[config.mk]
export PLATFORM = sky130hd
export DESIGN_NAME = ava_pixel_sequencer
export DESIGN_NICKNAME = d
export VERILOG_FILES = /design/src/rtl/ava_pkg.sv /design/src/rtl/ava_pixel_unpack.sv /design/src/rtl/ava_pixel_sequencer.sv
export SDC_FILE = /design/constraint.sdc
export NUM_CORES = 1
export LEC_CHECK = 0
export ABC_AREA = 0
export CAP_MARGIN = 20
export CORE_UTILIZATION = 50
export DETAILED_ROUTE_END_ITERATION = 8
export DONT_BUFFER_PORTS = 1
export PLACE_DENSITY = 0.71
export SYNTH_ARGS = -nofsm -noshare
export SYNTH_HDL_FRONTEND = slang
export SYNTH_SLANG_ARGS = --single-unit
[constraint.sdc]
create_clock -name clk -period 13.4 [get_ports clk]
set_input_delay 2.01 -clock clk [delete_from_list [all_inputs] [get_ports clk]]
set_output_delay 2.01 -clock clk [all_outputs]
set_load 0.02 [all_outputs]
[src/rtl/ava_pkg.sv]
// Shared types and constants for the AVA pixel scan-out path.
package ava_pkg;

  localparam int PIXEL_WIDTH = 24;

  typedef enum logic [1:0] {
    BPP1 = 2'd0,
    BPP2 = 2'd1,
    BPP4 = 2'd2,
    BPP8 = 2'd3
  } bpp_t;

  typedef enum logic [1:0] {
    ST_IDLE   = 2'd0,
    ST_ACTIVE = 2'd1,
    ST_DRAIN  = 2'd2,
    ST_VBLANK = 2'd3
  } seq_state_t;

  function automatic logic [7:0] bpp_mask(input bpp_t bpp);
    case (bpp)
      BPP1:    return 8'h01;
      BPP2:    return 8'h03;
      BPP4:    return 8'h0F;
      default: return 8'hFF;
    endcase
  endfunction

endpackage

[src/rtl/ava_pixel_unpack.sv]
// Extracts one LSB-first packed palette index from a 32-bit VRAM word.
module ava_pixel_unpack
  import ava_pkg::*;
(
  input  logic [31:0] i_word,
  input  bpp_t        i_bpp,
  input  logic [4:0]  i_offset,
  output logic [7:0]  o_index
);

  assign o_index = 8'(i_word >> i_offset) & bpp_mask(i_bpp);

endmodule

[src/rtl/ava_pixel_sequencer.sv]
// Scan-out sequencer: coordinates -> VRAM fetch -> palette lookup -> RGB stream,
// with a single global stall driven by the output handshake.
module ava_pixel_sequencer
  import ava_pkg::*;
#(
  parameter int H_ACTIVE        = 640,
  parameter int V_ACTIVE        = 480,
  parameter int VRAM_ADDR_WIDTH = 17,
  parameter int PRAM_ADDR_WIDTH = 8,
  parameter int MAX_SCALE_LOG2  = 2,
  parameter int VBLANK_CYCLES   = 16
)(
  input  logic                       clk,
  input  logic                       reset_n,
  input  logic                       enable,
  input  logic [1:0]                 cfg_bpp,
  input  logic [1:0]                 cfg_scale_log2,
  input  logic [VRAM_ADDR_WIDTH-1:0] cfg_base,
  output logic [VRAM_ADDR_WIDTH-1:0] vram_a,
  output logic                       vram_en,
  input  logic [31:0]                vram_d,
  output logic [PRAM_ADDR_WIDTH-1:0] pram_a,
  output logic                       pram_en,
  input  logic [31:0]                pram_d,
  output logic [PIXEL_WIDTH-1:0]     pix_data,
  output logic                       pix_valid,
  input  logic                       pix_ready,
  output logic                       frame_start,
  output logic                       vblank,
  output logic                       busy
);

  localparam int XW  = (H_ACTIVE > 1) ? $clog2(H_ACTIVE) : 1;
  localparam int YW  = (V_ACTIVE > 1) ? $clog2(V_ACTIVE) : 1;
  localparam int VBW = $clog2(VBLANK_CYCLES + 1);

  seq_state_t                 r_state;
  seq_state_t                 w_state_next;
  bpp_t                       r_bpp;
  logic [1:0]                 r_scale;
  logic [VRAM_ADDR_WIDTH-1:0] r_base;
  logic [XW-1:0]              r_x;
  logic [YW-1:0]              r_y;
  logic [VRAM_ADDR_WIDTH-1:0] r_row_off;
  logic [VBW-1:0]             r_vb_cnt;
  logic                       r_s1_valid;
  logic [4:0]                 r_s1_off;
  logic                       r_s2_valid;
  logic                       r_pix_valid;
  logic [PIXEL_WIDTH-1:0]     r_pix_data;
  logic                       r_first;

  logic                       w_advance;
  logic                       w_issue;
  logic                       w_start;
  logic                       w_x_last;
  logic                       w_y_last;
  logic                       w_vb_done;
  logic                       w_last_accept;
  logic                       w_row_step;
  logic [1:0]                 w_bpp_log2;
  logic [31:0]                w_line_bits;
  logic [31:0]                w_scale_mask;
  logic [VRAM_ADDR_WIDTH-1:0] w_stride;
  logic [XW-1:0]              w_xs;
  logic [31:0]                w_bitpos;
  logic [7:0]                 w_index;
  logic                       w_unused_pram;

  assign w_advance     = ~r_pix_valid | pix_ready;
  assign w_issue       = (r_state == ST_ACTIVE) & w_advance;
  assign w_x_last      = (r_x == XW'(H_ACTIVE - 1));
  assign w_y_last      = (r_y == YW'(V_ACTIVE - 1));
  assign w_vb_done     = (r_vb_cnt == VBW'(VBLANK_CYCLES - 1));
  assign w_last_accept = r_pix_valid & pix_ready & ~r_s1_valid & ~r_s2_valid;
  assign w_start       = (r_state != ST_ACTIVE) & (w_state_next == ST_ACTIVE);

  always_comb begin
    w_state_next = r_state;
    case (r_state)
      ST_IDLE:   if (enable) w_state_next = ST_ACTIVE;
      ST_ACTIVE: if (w_issue && w_x_last && w_y_last) w_state_next = ST_DRAIN;
      ST_DRAIN:  if (w_last_accept) w_state_next = ST_VBLANK;
      ST_VBLANK: if (w_vb_done) w_state_next = enable ? ST_ACTIVE : ST_IDLE;
      default:   w_state_next = ST_IDLE;
    endcase
  end

  always_ff @(posedge clk or negedge reset_n) begin
    if (!reset_n) begin
      r_state  <= ST_IDLE;
      r_vb_cnt <= '0;
    end else begin
      r_state  <= w_state_next;
      r_vb_cnt <= (r_state == ST_VBLANK) ? r_vb_cnt + VBW'(1) : '0;
    end
  end

  // Row base advances incrementally so no ys*stride multiplier is needed;
  // with upscaling it only steps after the last replicated source line.
  assign w_bpp_log2   = r_bpp;
  assign w_line_bits  = (32'(H_ACTIVE) >> r_scale) << w_bpp_log2;
  assign w_stride     = VRAM_ADDR_WIDTH'((w_line_bits + 32'd31) >> 5);
  assign w_scale_mask = (32'd1 << r_scale) - 32'd1;
  assign w_row_step   = ((32'(r_y) & w_scale_mask) == w_scale_mask);
  assign w_xs         = r_x >> r_scale;
  assign w_bitpos     = 32'(w_xs) << w_bpp_log2;

  assign vram_a  = r_base + r_row_off + VRAM_ADDR_WIDTH'(w_bitpos >> 5);
  assign vram_en = w_issue;

  always_ff @(posedge clk or negedge reset_n) begin
    if (!reset_n) begin
      r_bpp     <= BPP1;
      r_scale   <= '0;
      r_base    <= '0;
      r_x       <= '0;
      r_y       <= '0;
      r_row_off <= '0;
    end else if (w_start) begin
      r_bpp     <= bpp_t'(cfg_bpp);
      r_scale   <= (cfg_scale_log2 > 2'(MAX_SCALE_LOG2)) ? 2'(MAX_SCALE_LOG2) : cfg_scale_log2;
      r_base    <= cfg_base;
      r_x       <= '0;
      r_y       <= '0;
      r_row_off <= '0;
    end else if (w_issue) begin
      if (w_x_last) begin
        r_x <= '0;
        r_y <= w_y_last ? '0 : r_y + YW'(1);
        if (w_row_step) r_row_off <= r_row_off + w_stride;
      end else begin
        r_x <= r_x + XW'(1);
      end
    end
  end

  ava_pixel_unpack u_unpack (
    .i_word   (vram_d),
    .i_bpp    (r_bpp),
    .i_offset (r_s1_off),
    .o_index  (w_index)
  );

  assign pram_a        = r_s1_valid ? PRAM_ADDR_WIDTH'(w_index) : '0;
  assign pram_en       = w_advance & r_s1_valid;
  assign w_unused_pram = &{1'b0, pram_d[31:PIXEL_WIDTH]};

  // All stages share one advance so RAM outputs and stage registers stay aligned.
  always_ff @(posedge clk or negedge reset_n) begin
    if (!reset_n) begin
      r_s1_valid  <= 1'b0;
      r_s1_off    <= '0;
      r_s2_valid  <= 1'b0;
      r_pix_valid <= 1'b0;
      r_pix_data  <= '0;
    end else if (w_advance) begin
      r_s1_valid  <= w_issue;
      r_s1_off    <= w_bitpos[4:0];
      r_s2_valid  <= r_s1_valid;
      r_pix_valid <= r_s2_valid;
      if (r_s2_valid) r_pix_data <= pram_d[PIXEL_WIDTH-1:0];
    end
  end

  always_ff @(posedge clk or negedge reset_n) begin
    if (!reset_n) r_first <= 1'b0;
    else if (w_start) r_first <= 1'b1;
    else if (r_pix_valid && pix_ready) r_first <= 1'b0;
  end

  assign pix_valid   = r_pix_valid;
  assign pix_data    = r_pix_data;
  assign frame_start = r_first & r_pix_valid & pix_ready;
  assign vblank      = (r_state == ST_IDLE) | (r_state == ST_VBLANK);
  assign busy        = (r_state != ST_IDLE);

endmodule

# After elaboration in Yosys (flattened, before gate mapping)
# Index checks and enable logic that the tools add are counted.
dict set report classes {
  add_sub_neg 8
  n_bitwise 15
  n_lt_le_gt_ge 1
  eq_ne 11
  n_reduce_logical 13
  mux 23
  shifts 6
}
# cell count
set op_table {}
lappend op_table {{$mux W17} 4}
lappend op_table {{$add A17 B17 Y17} 3}
lappend op_table {{$mux W9} 4}
lappend op_table {{$and A9 B32 Y32} 1}
lappend op_table {{$eq A32 B32 Y1} 1}
lappend op_table {{$shl A1 B2 Y32 const A} 1}
lappend op_table {{$shl A32 B2 Y22} 1}
lappend op_table {{$shr A10 B2 Y32 const A} 1}
lappend op_table {{$shr A32 B5 Y8} 1}
lappend op_table {{$sub A32 B1 Y32 const B} 1}
lappend op_table {{$mux W10} 3}
lappend op_table {{$pmux W8 S3} 1}
lappend op_table {{$add A22 B5 Y22 const B} 1}
lappend op_table {{$shl A10 B2 Y22} 1}
lappend op_table {{$add A10 B1 Y10 const B} 1}
lappend op_table {{$eq A10 B10 Y1 const B} 1}
lappend op_table {{$mux W2} 5}
lappend op_table {{$reduce_bool A2 Y1} 5}
lappend op_table {{$shr A10 B2 Y10} 1}
lappend op_table {{$add A9 B1 Y9 const B} 1}
lappend op_table {{$eq A9 B9 Y1 const B} 1}
lappend op_table {{$and A1 B1 Y1} 8}
lappend op_table {{$and A8 B8 Y8} 1}
lappend op_table {{$mux W8} 1}
lappend op_table {{15 further kinds} 28}
dict set report word_totals {
  register_bits 97
  inputBits 89
  out_inout_bits 55
  word_cells 91
}

# Longest topological paths before layout
# Gate-level depths: netlist of the first run.
dict set report depth {
  ltp_word 11
  mapped_depth 17
  ltp_nobuf 16
}

# Modules after synthesis
# A second synthesis of the first run with hierarchy kept.
dict set report hier_totals {
  cells_unflattened 815
  area_unflattened_um2 7901.3
}
# module seq_area_each_um2 instances area_per_inst_um2 cells_per_inst
set modules_own_cells {}
lappend modules_own_cells {ava_pixel_sequencer 2427.3 1 6226.0 655}
lappend modules_own_cells {ava_pixel_unpack 0.0 1 1675.4 160}

# Worst setup path before layout of the first run
# No wires, ideal clock.
dict set report synth_path {
  path_type {register to output}
  start {reg r_scale[0]}
  end {out vram_a[15]}
  required_ns 11.390
  t_arrival_ns 3.880
  stages_incl_launch_ff 14
  setup_slack_ns 7.510
  path_cell_list {dfrtp_1 clkbuf_1 mux4_2 a21oi_1 a21oi_1 fa_1 ha_1 fa_1 a21o_1 a311oi_1 nor3_1 o21a_1 a21oi_1 xnor2_1}
}
dict set report synth_via {
  elab_chain_len 3
}
# item line_no
set synth_lines {}
lappend synth_lines {{from (decl)} ava_pixel_sequencer.sv:40} ;# logic [1:0] r_scale;
lappend synth_lines {{from (signal assigned)} ava_pixel_sequencer.sv:122} ;# r_scale <= (cfg_scale_log2 > 2'(MAX_SCALE_LOG2)) ? 2'(MAX_SCALE_LOG2) : cfg_scale_log2;
lappend synth_lines {{$shr A10 B2 Y10} ava_pixel_sequencer.sv:106} ;# assign w_xs = r_x >> r_scale;
lappend synth_lines {{$shl A10 B2 Y22} ava_pixel_sequencer.sv:107} ;# assign w_bitpos = 32'(w_xs) << w_bpp_log2;
lappend synth_lines {{$add A17 B17 Y17} ava_pixel_sequencer.sv:109} ;# assign vram_a = r_base + r_row_off + VRAM_ADDR_WIDTH'(w_bitpos >> 5);
lappend synth_lines {{to (decl)} ava_pixel_sequencer.sv:19} ;# output logic [VRAM_ADDR_WIDTH-1:0] vram_a,
# No other way between the ends.

# Final worst setup path of the first run
dict set report layout_path {
  start {reg r_bpp[0]}
  end {out vram_a[16]}
}
dict set report layout_via {
  elab_chain_len 2
}
# item line_no
set layout_lines {}
lappend layout_lines {{from (decl)} ava_pixel_sequencer.sv:39} ;# bpp_t r_bpp;
lappend layout_lines {{from (signal assigned)} ava_pixel_sequencer.sv:121} ;# r_bpp <= bpp_t'(cfg_bpp);
lappend layout_lines {{$shl A10 B2 Y22} ava_pixel_sequencer.sv:107}
lappend layout_lines {{$add A17 B17 Y17} ava_pixel_sequencer.sv:109}
# No other way between the ends.

==> results.yml, run 1 <==
drt:
  drc: 0
  vias: 5751
  wl_um: 15900
  first_pass_iters: 5
  drtAntennaViolNets: 0
  drt_first_iter_violations: 359
  via_per_inst: 6.11
  wl_per_cell_um: 16.9
critical_path:
  cp_max_fo: 17
  worstSetupPathType: "flop to primary output"
  slowest_stage: "a2111oi_0"
  critical_path.top_delay_family: "compound AO/OA/AOI/OAI gates"
  worst-endpoint-arrival_ns: 5.00
  critPathBufInv: 1
  crit_top_cell: "o21ai_0"
  critPathMaxStageDelay_ns: 0.77
  required_ns: 11.39
  cp-end-kind: "primary output"
  critPathLaunchType: "flop"
  crit_path_cell_trace: "clkinv_1 > nand2_1 > nor2_1 > o21ai_0 > o311a_1 > mux2i_1 > fa_1 > ha_1 > a211oi_1 > o21ai_0 > a2111oi_0 > o31ai_1 > a21oi_1 > xnor2_1"
flow_run:
  drv_cap: 0
layout:
  seqCellArea_um2: 2430
  multi_input_area_um2: 4700
  drive_above_1_share_pct: 12.5
  area_growth_pct: 5.40
  antenna_cells: 0
  final_core_util_pct: 53.8
  finalNetCount: 898
  final_area_um2: 7780
  fillerInstances: 1315
power_and_ir_drop:
  pwr-share-seq_pct: 50.0
  p_switching_mw: 0.121
  max-vdd-ir-drop_v: 0.0000791
  intPower_mw: 0.465
  p_clk_share_pct: 47.6
  power_density_nw_per_um2: 75.3
  swShare_pct: 20.7
  p_leak_nw: 3.75
  pwr-share-comb_pct: 2.4
clock_network:
  clockBufferDepth: 2
  cts_tree: "yes"
  cts_max_level: 3
  numCtsBuffers: 9
  post_cts_buffers: 0
  clock-sinks: 97
  cts_hold_buf: 0
  clkTransAtPathRegs_ns: 0.07
  cts_resized: 0
  clockRootBuffer: "clkbuf_16"
  clkLatencyLatePin_ns: 0.36
global_routing:
  track_usage_pct: 21.7
  grt_overflow: 0
  antenna_found_initial: 0
  grt_pass1_vias: 5516
  grt_max_degree: 98
  grt_pass1_wl_um: 25900
synth:
  synth_ff_type: "dfrtp_1"
  synth_fp_nets: 924
  syn_area_per_cell_um2: 9.48
  synth_area_leaders: "dfrtp_1 (33%), mux4_2 (9.8%), ha_1 (7.8%)"
  ys_seq_area_share_pct: 32.9
  synth_top_area_share_pct: 32.9
  synth-seq-cells: 97
  synth-edff-count: 0
  syn_inst: 779
  yosysWarningCount: 0
  yosysTopAreaCell: "dfrtp_1"
  syn_area_um2: 7390
  ys_types: 68
  synthArstFlopShare_pct: 100
placement:
  dpl.hpwl_um: 11600
  port_buffers: 0
  gp_congestion: 0.820
  post-place-ws_ns: 6.87
  placed_cell_area_um2: 7470
timing:
  clock.fmax_mhz: 143
  rsz0062_at_grt: "false"
  relSlewSlack_pct: 34.0
  hold_ws_ns: 0.471
  fin_crit_sh_pct: 52.3
  worst_slack_ns: 6.39
  setup_viol: 0
  drv_slew: 0
  worst_pin_slew_ns: 0.990
  fin_setup_tns_ns: 0
  min_period_ns: 7.01
  finalHoldViolations: 0
  skew_ns: 0.00787
die:
  core_area_um2: 14500
  die_h_um: 124
  rows: 44
  io_pins: 144
  die_area_um2: 15300
  die_w_um: 124
  initial_core_util_pct: 51.0
outcome:
  status: "finished, final reports clean"
hold_path:
  hold_class: "flop to flop"
==> state kept, by name, summed over array words and instances, names as in the netlist <==
signal and flops:
pix_data 24, pix_valid 1, r_base 17, r_bpp 2
r_first 1, r_row_off 17, r_s1_off 5, r_s1_valid 1
r_s2_valid 1, r_scale 2, r_state 2, r_vb_cnt 5
r_x 10, r_y 9
==> layout by cell type (no fill, tap or decap), types with 3 or more instances in the layout <==
cell type and instances:
a22o_1 3, nor2_1 54, o22ai_1 6, o31ai_1 9
nand4_1 8, nand3_1 9, nand2_1 126, xnor2_1 21
nor3_1 6, nand2b_1 8, and2_1 11, nand3b_1 5
clkbuf_16 9, inv_1 21, ha_1 46, o211ai_1 3
nor2b_1 14, mux2i_1 10, or3_1 4, a311oi_1 3
dfrtp_1 97, or2_2 4, xor2_1 10, buf_4 3
a211oi_1 10, and3_1 15, a21oi_1 60, clkinv_1 3
o21ai_0 44, fa_1 10, mux2_2 31, a21o_1 10
o21a_1 7, a31oi_1 4, mux4_2 32
==> routing by layer <==
layer / track usage, % / wire, µm / vias up / share of wire [%]
li1: - / - / 2748 / -
met1: 27.2 / 6740 / 2804 / 42
met2: 36.5 / 7920 / 171 / 50
met3: 5.21 / 951 / 28 / 6.0
met4: 7.38 / 292 / 0 / 1.8
met5: 0 / 0 / - / 0
==> synth_stat cells (10+ instances only) <==
master and instances:
mux2_2 31, and2_1 11, mux4_2 32, dfrtp_1 97, fa_1 10, inv_1 21, a21oi_1 60, and3_1 15
xnor2_1 21, o21ai_0 44, nor2b_1 14, nand2_1 126, ha_1 46, a211oi_1 10, clkbuf_1 26, mux2i_1 10
a21o_1 10, xor2_1 10, nor2_1 54
==> per-stage QoR <==
| step | power [mW] | std cells |
|---|---|---|
| 2_1_floorplan | 0.310 | 779 |
| 3_3_place_gp | 0.312 | 926 |
| 3_5_place_dp | 0.312 | 926 |
| 4_1_cts | 0.592 | 941 |
| 5_1_grt | 0.605 | 941 |
| 6_report | 0.586 | 941 |
==> kinds of logic after synthesis <==
kind of cell,after synthesis,share of synthesized area (%)
buffers and inverters,64,3.69
multiplexers,73,15.8
adder cells (fa/ha/maj),56,10.5
AO/OA/AOI/OAI,180,15.3
XOR/XNOR,31,3.68
flip-flops,97,32.9
AND/OR/NAND/NOR,277,18.1
other,1,0.0508
==> cell type report <==
cell class                 count  share of cell area [%]
multi-input combinational    618                    60.3
sequential                    97                    31.2
tap                          184                    2.96
clock buffer                   9                    2.89
clock inverter                 6                    1.19
inverter                      24                    1.16
timing repair buffer           3                   0.289
==> path summary, 6_finish.rpt <==
check	slack, ns	start	depth (start not counted)	to
max in group asynchronous	11.94	reset_n	0	r_base[2]$_DFFE_PN0N_
min in group asynchronous	1.34	reset_n	0	r_x[9]$_DFFE_PN0P_
max reg2reg	9.50	r_scale[0]$_DFFE_PN0N_	12	r_row_off[14]$_DFFE_PN0P_
min reg2reg	0.47	r_vb_cnt[0]$_DFF_PN0_	1	r_vb_cnt[0]$_DFF_PN0_
max	6.39	r_bpp[0]$_DFFE_PN0N_	14	vram_a[16]
min	0.47	r_vb_cnt[0]$_DFF_PN0_	1	r_vb_cnt[0]$_DFF_PN0_
==> power groups by stage <==
stage               clock network [mW]  logic (mW)  registers (mW)
detailed placement                   0      0.0140           0.298
global placement                     0      0.0138           0.298
floorplan                            0      0.0119           0.298
global route                     0.297      0.0155           0.292
CTS                              0.285      0.0141           0.293
finish                           0.279      0.0142           0.293
Note: power is estimated with default switching activity, not from simulation.
==> run 2: changes to the inputs <==
--- a/config.mk
+++ b/config.mk
@@ -10,7 +10,7 @@
 export CORE_UTILIZATION = 50
 export DETAILED_ROUTE_END_ITERATION = 8
 export DONT_BUFFER_PORTS = 1
-export PLACE_DENSITY = 0.71
+export PLACE_DENSITY = 0.74
 export SYNTH_ARGS = -nofsm -noshare
 export SYNTH_HDL_FRONTEND = slang
 export SYNTH_SLANG_ARGS = --single-unit
==> constraint.sdc (replaced) <==
create_clock -name clk -period 6.29 [get_ports clk]
set_input_delay 0.9435 -clock clk [delete_from_list [all_inputs] [get_ports clk]]
set_output_delay 0.9435 -clock clk [all_outputs]
set_load 0.02 [all_outputs]
==> run 2 against run 1 <==
- global-route usage fell by 0.85 points
- sequential share of layout area is 0.15 points higher
- non-clock buffer count increased by 1
- hold slack got worse by 0.18 ns
- routed wire length is 3.0% lower
- core utilization decreased by 0.25 points
- first-iteration DRC count rose by 7.8%
- sequential power rose by 110%
- flip-flop and latch count unchanged
- combinational power is 110% higher
==> results.yml, run 2 (synthesis results as in run 1) <==
outcome:
  status: "finished, final reports clean"
placement:
  port_buffers: 0
  gp_congestion: 0.832
  dpl.hpwl_um: 11300
  place_inst: 927
  post-place-ws_ns: 0.771
power_and_ir_drop:
  pwr-share-comb_pct: 2.5
  max-vdd-ir-drop_v: 0.000113
  swShare_pct: 21.4
  p_switching_mw: 0.249
  p_leak_nw: 3.74
  p_clk_share_pct: 43.7
  intPower_mw: 0.912
  fin_total_pwr_mw: 1.16
  pwr-share-seq_pct: 53.7
  power_density_nw_per_um2: 150
clock_network:
  clock-sinks: 97
  clockRootBuffer: "clkbuf_16"
  numCtsBuffers: 9
  clkTransAtPathRegs_ns: 0.07
  cts_tree: "yes"
  clockBufferDepth: 2
  post_cts_buffers: 0
  clkLatencyLatePin_ns: 0.34
  cts_max_level: 3
  cts_hold_buf: 0
global_routing:
  track_usage_pct: 20.8
  grt_pass1_vias: 5157
  grt_pass1_wl_um: 25200
  grt_overflow: 0
  antenna_found_initial: 0
  grt_max_degree: 98
die:
  die_h_um: 124
  core_area_um2: 14500
  initial_core_util_pct: 51.0
  rows: 44
  die_w_um: 124
  die_area_um2: 15300
  io_pins: 144
timing:
  fin_setup_tns_ns: 0
  drv_slew: 0
  relSlewSlack_pct: 30.6
  rsz0062_at_grt: "false"
  skew_ns: 0.00955
  worst_pin_slew_ns: 1.04
  setup_viol: 0
  min_period_ns: 5.83
  finalHoldViolations: 0
  fin_crit_sh_pct: 92.8
  clock.fmax_mhz: 171
  worst_slack_ns: 0.456
layout:
  drive_above_1_share_pct: 12.6
  finalNetCount: 899
  area_growth_pct: 4.91
  fin_cells: 943
  fillerInstances: 1272
  layout_commonest_cell: "nand2_1"
  antenna_cells: 0
  final_cell_mix: "nand2_1 (126), dfrtp_1 (97), a21oi_1 (60), nor2_1 (54), ha_1 (46)"
  largest_register_ffs: 24
critical_path:
  worstSetupPathType: "flop to primary output"
  required_ns: 5.35
  worst-endpoint-arrival_ns: 4.89
  cp_max_fo: 17
  r2r-end: "r_row_off[14]$_DFFE_PN0P_"
  timing.rr.start: "r_scale[0]$_DFFE_PN0N_"
  critPathLaunchType: "flop"
  cp-end-kind: "primary output"
  r2r_cells: 12
  r2r_slack_ns: 2.47
drt:
  vias: 5623
  drc: 0
  first_pass_iters: 5
  wl_per_cell_um: 16.3
  wl_um: 15400
  via_per_inst: 5.96
  drtAntennaViolNets: 0
  drt_first_iter_violations: 387
flow_run:
  drv_cap: 0
hold_path:
  hold_class: "input port to async pin"
run 2: cell types whose count changed in the layout (fill, tap and decap cells not counted), sizes merged:
cell      delta
clkbuf       +1
clkinv       +3
buf          +1
bufinv       -2
clkinvlp     -1
run 2: final cells by class:
cell class | instances | area, µm² | share of cell area [%]
clock buffers | 10 | 229 | 2.95
repair buffers | 4 | 30.0 | 0.388
flip-flops and latches | 97 | 2430 | 31.3
well taps | 184 | 230 | 2.97
clock inverters | 6 | 43.8 | 0.565
multi-input cells | 618 | 4700 | 60.6
inverters | 24 | 90.1 | 1.16
run 2: layer usage:
| layer | GRT usage [%] | part of all wire, % | vias to the layer above |
|---|---|---|---|
| met3 | 4.15 | 5.2 | 21 |
| met1 | 29.3 | 47 | 2676 |
| li1 | - | - | 2756 |
| met4 | 5.80 | 1.7 | 0 |
| met2 | 32.6 | 46 | 170 |
| met5 | 0 | 0 | - |
run 2: worst max path at each step:
stage,start,end,slack (ns),cells past startpoint
2_1_floorplan,r_scale[0]$_DFFE_PN0N_,vram_a[15],1.47,13
3_3_place_gp,r_bpp[0]$_DFFE_PN0N_,vram_a[16],0.80,14
3_5_place_dp,r_bpp[0]$_DFFE_PN0N_,vram_a[16],0.77,14
4_1_cts,r_bpp[0]$_DFFE_PN0N_,vram_a[16],0.36,14
5_1_grt,r_bpp[0]$_DFFE_PN0N_,vram_a[16],0.03,14
6_report,r_bpp[0]$_DFFE_PN0N_,vram_a[16],0.46,14
run 2: power by group through the flow:
stage	clock, mW	combinational, mW	sequential [mW]
after floorplan	0	0.0253	0.636
after global placement	0	0.0289	0.635
after detailed placement	0	0.0290	0.635
after CTS	0.527	0.0292	0.623
after global routing	0.550	0.0320	0.623
final	0.507	0.0294	0.624
run 2: critical path, cell delays in order (launching register included):
cell       delay, ns
dfrtp_1         0.69
clkinv_1        0.39
nand2_1         0.20
nor2_1          0.07
o21ai_0         0.17
o311a_1         0.21
mux2i_1         0.12
fa_1            0.53
ha_1            0.34
a211oi_1        0.28
o21ai_0         0.21
a2111oi_1       0.71
o31ai_1         0.15
a21oi_1         0.19
xnor2_1         0.28
run 2: repair_timing:
| item | 4_1_cts | 5_1_grt |
|---|---|---|
| endpoints found under the hold margin | 0 | 0 |
| gates resized for setup | 0 | 1 |
| setup endpoints to repair | 0 | 2 |
run 2: through the flow:
| stage | cell area, µm² | utilization [%] | hold slack [ns] |
|---|---|---|---|
| final | 7750 | 53.5 | 0.295 |
| after global routing | 7750 | 53.5 | 0.273 |
| after CTS | 7750 | 53.5 | 0.282 |
| after detailed placement | 7470 | 51.6 | 0.461 |
| after global placement | 7470 | 51.6 | 0.450 |
| after floorplan | 7390 | - | 0.431 |
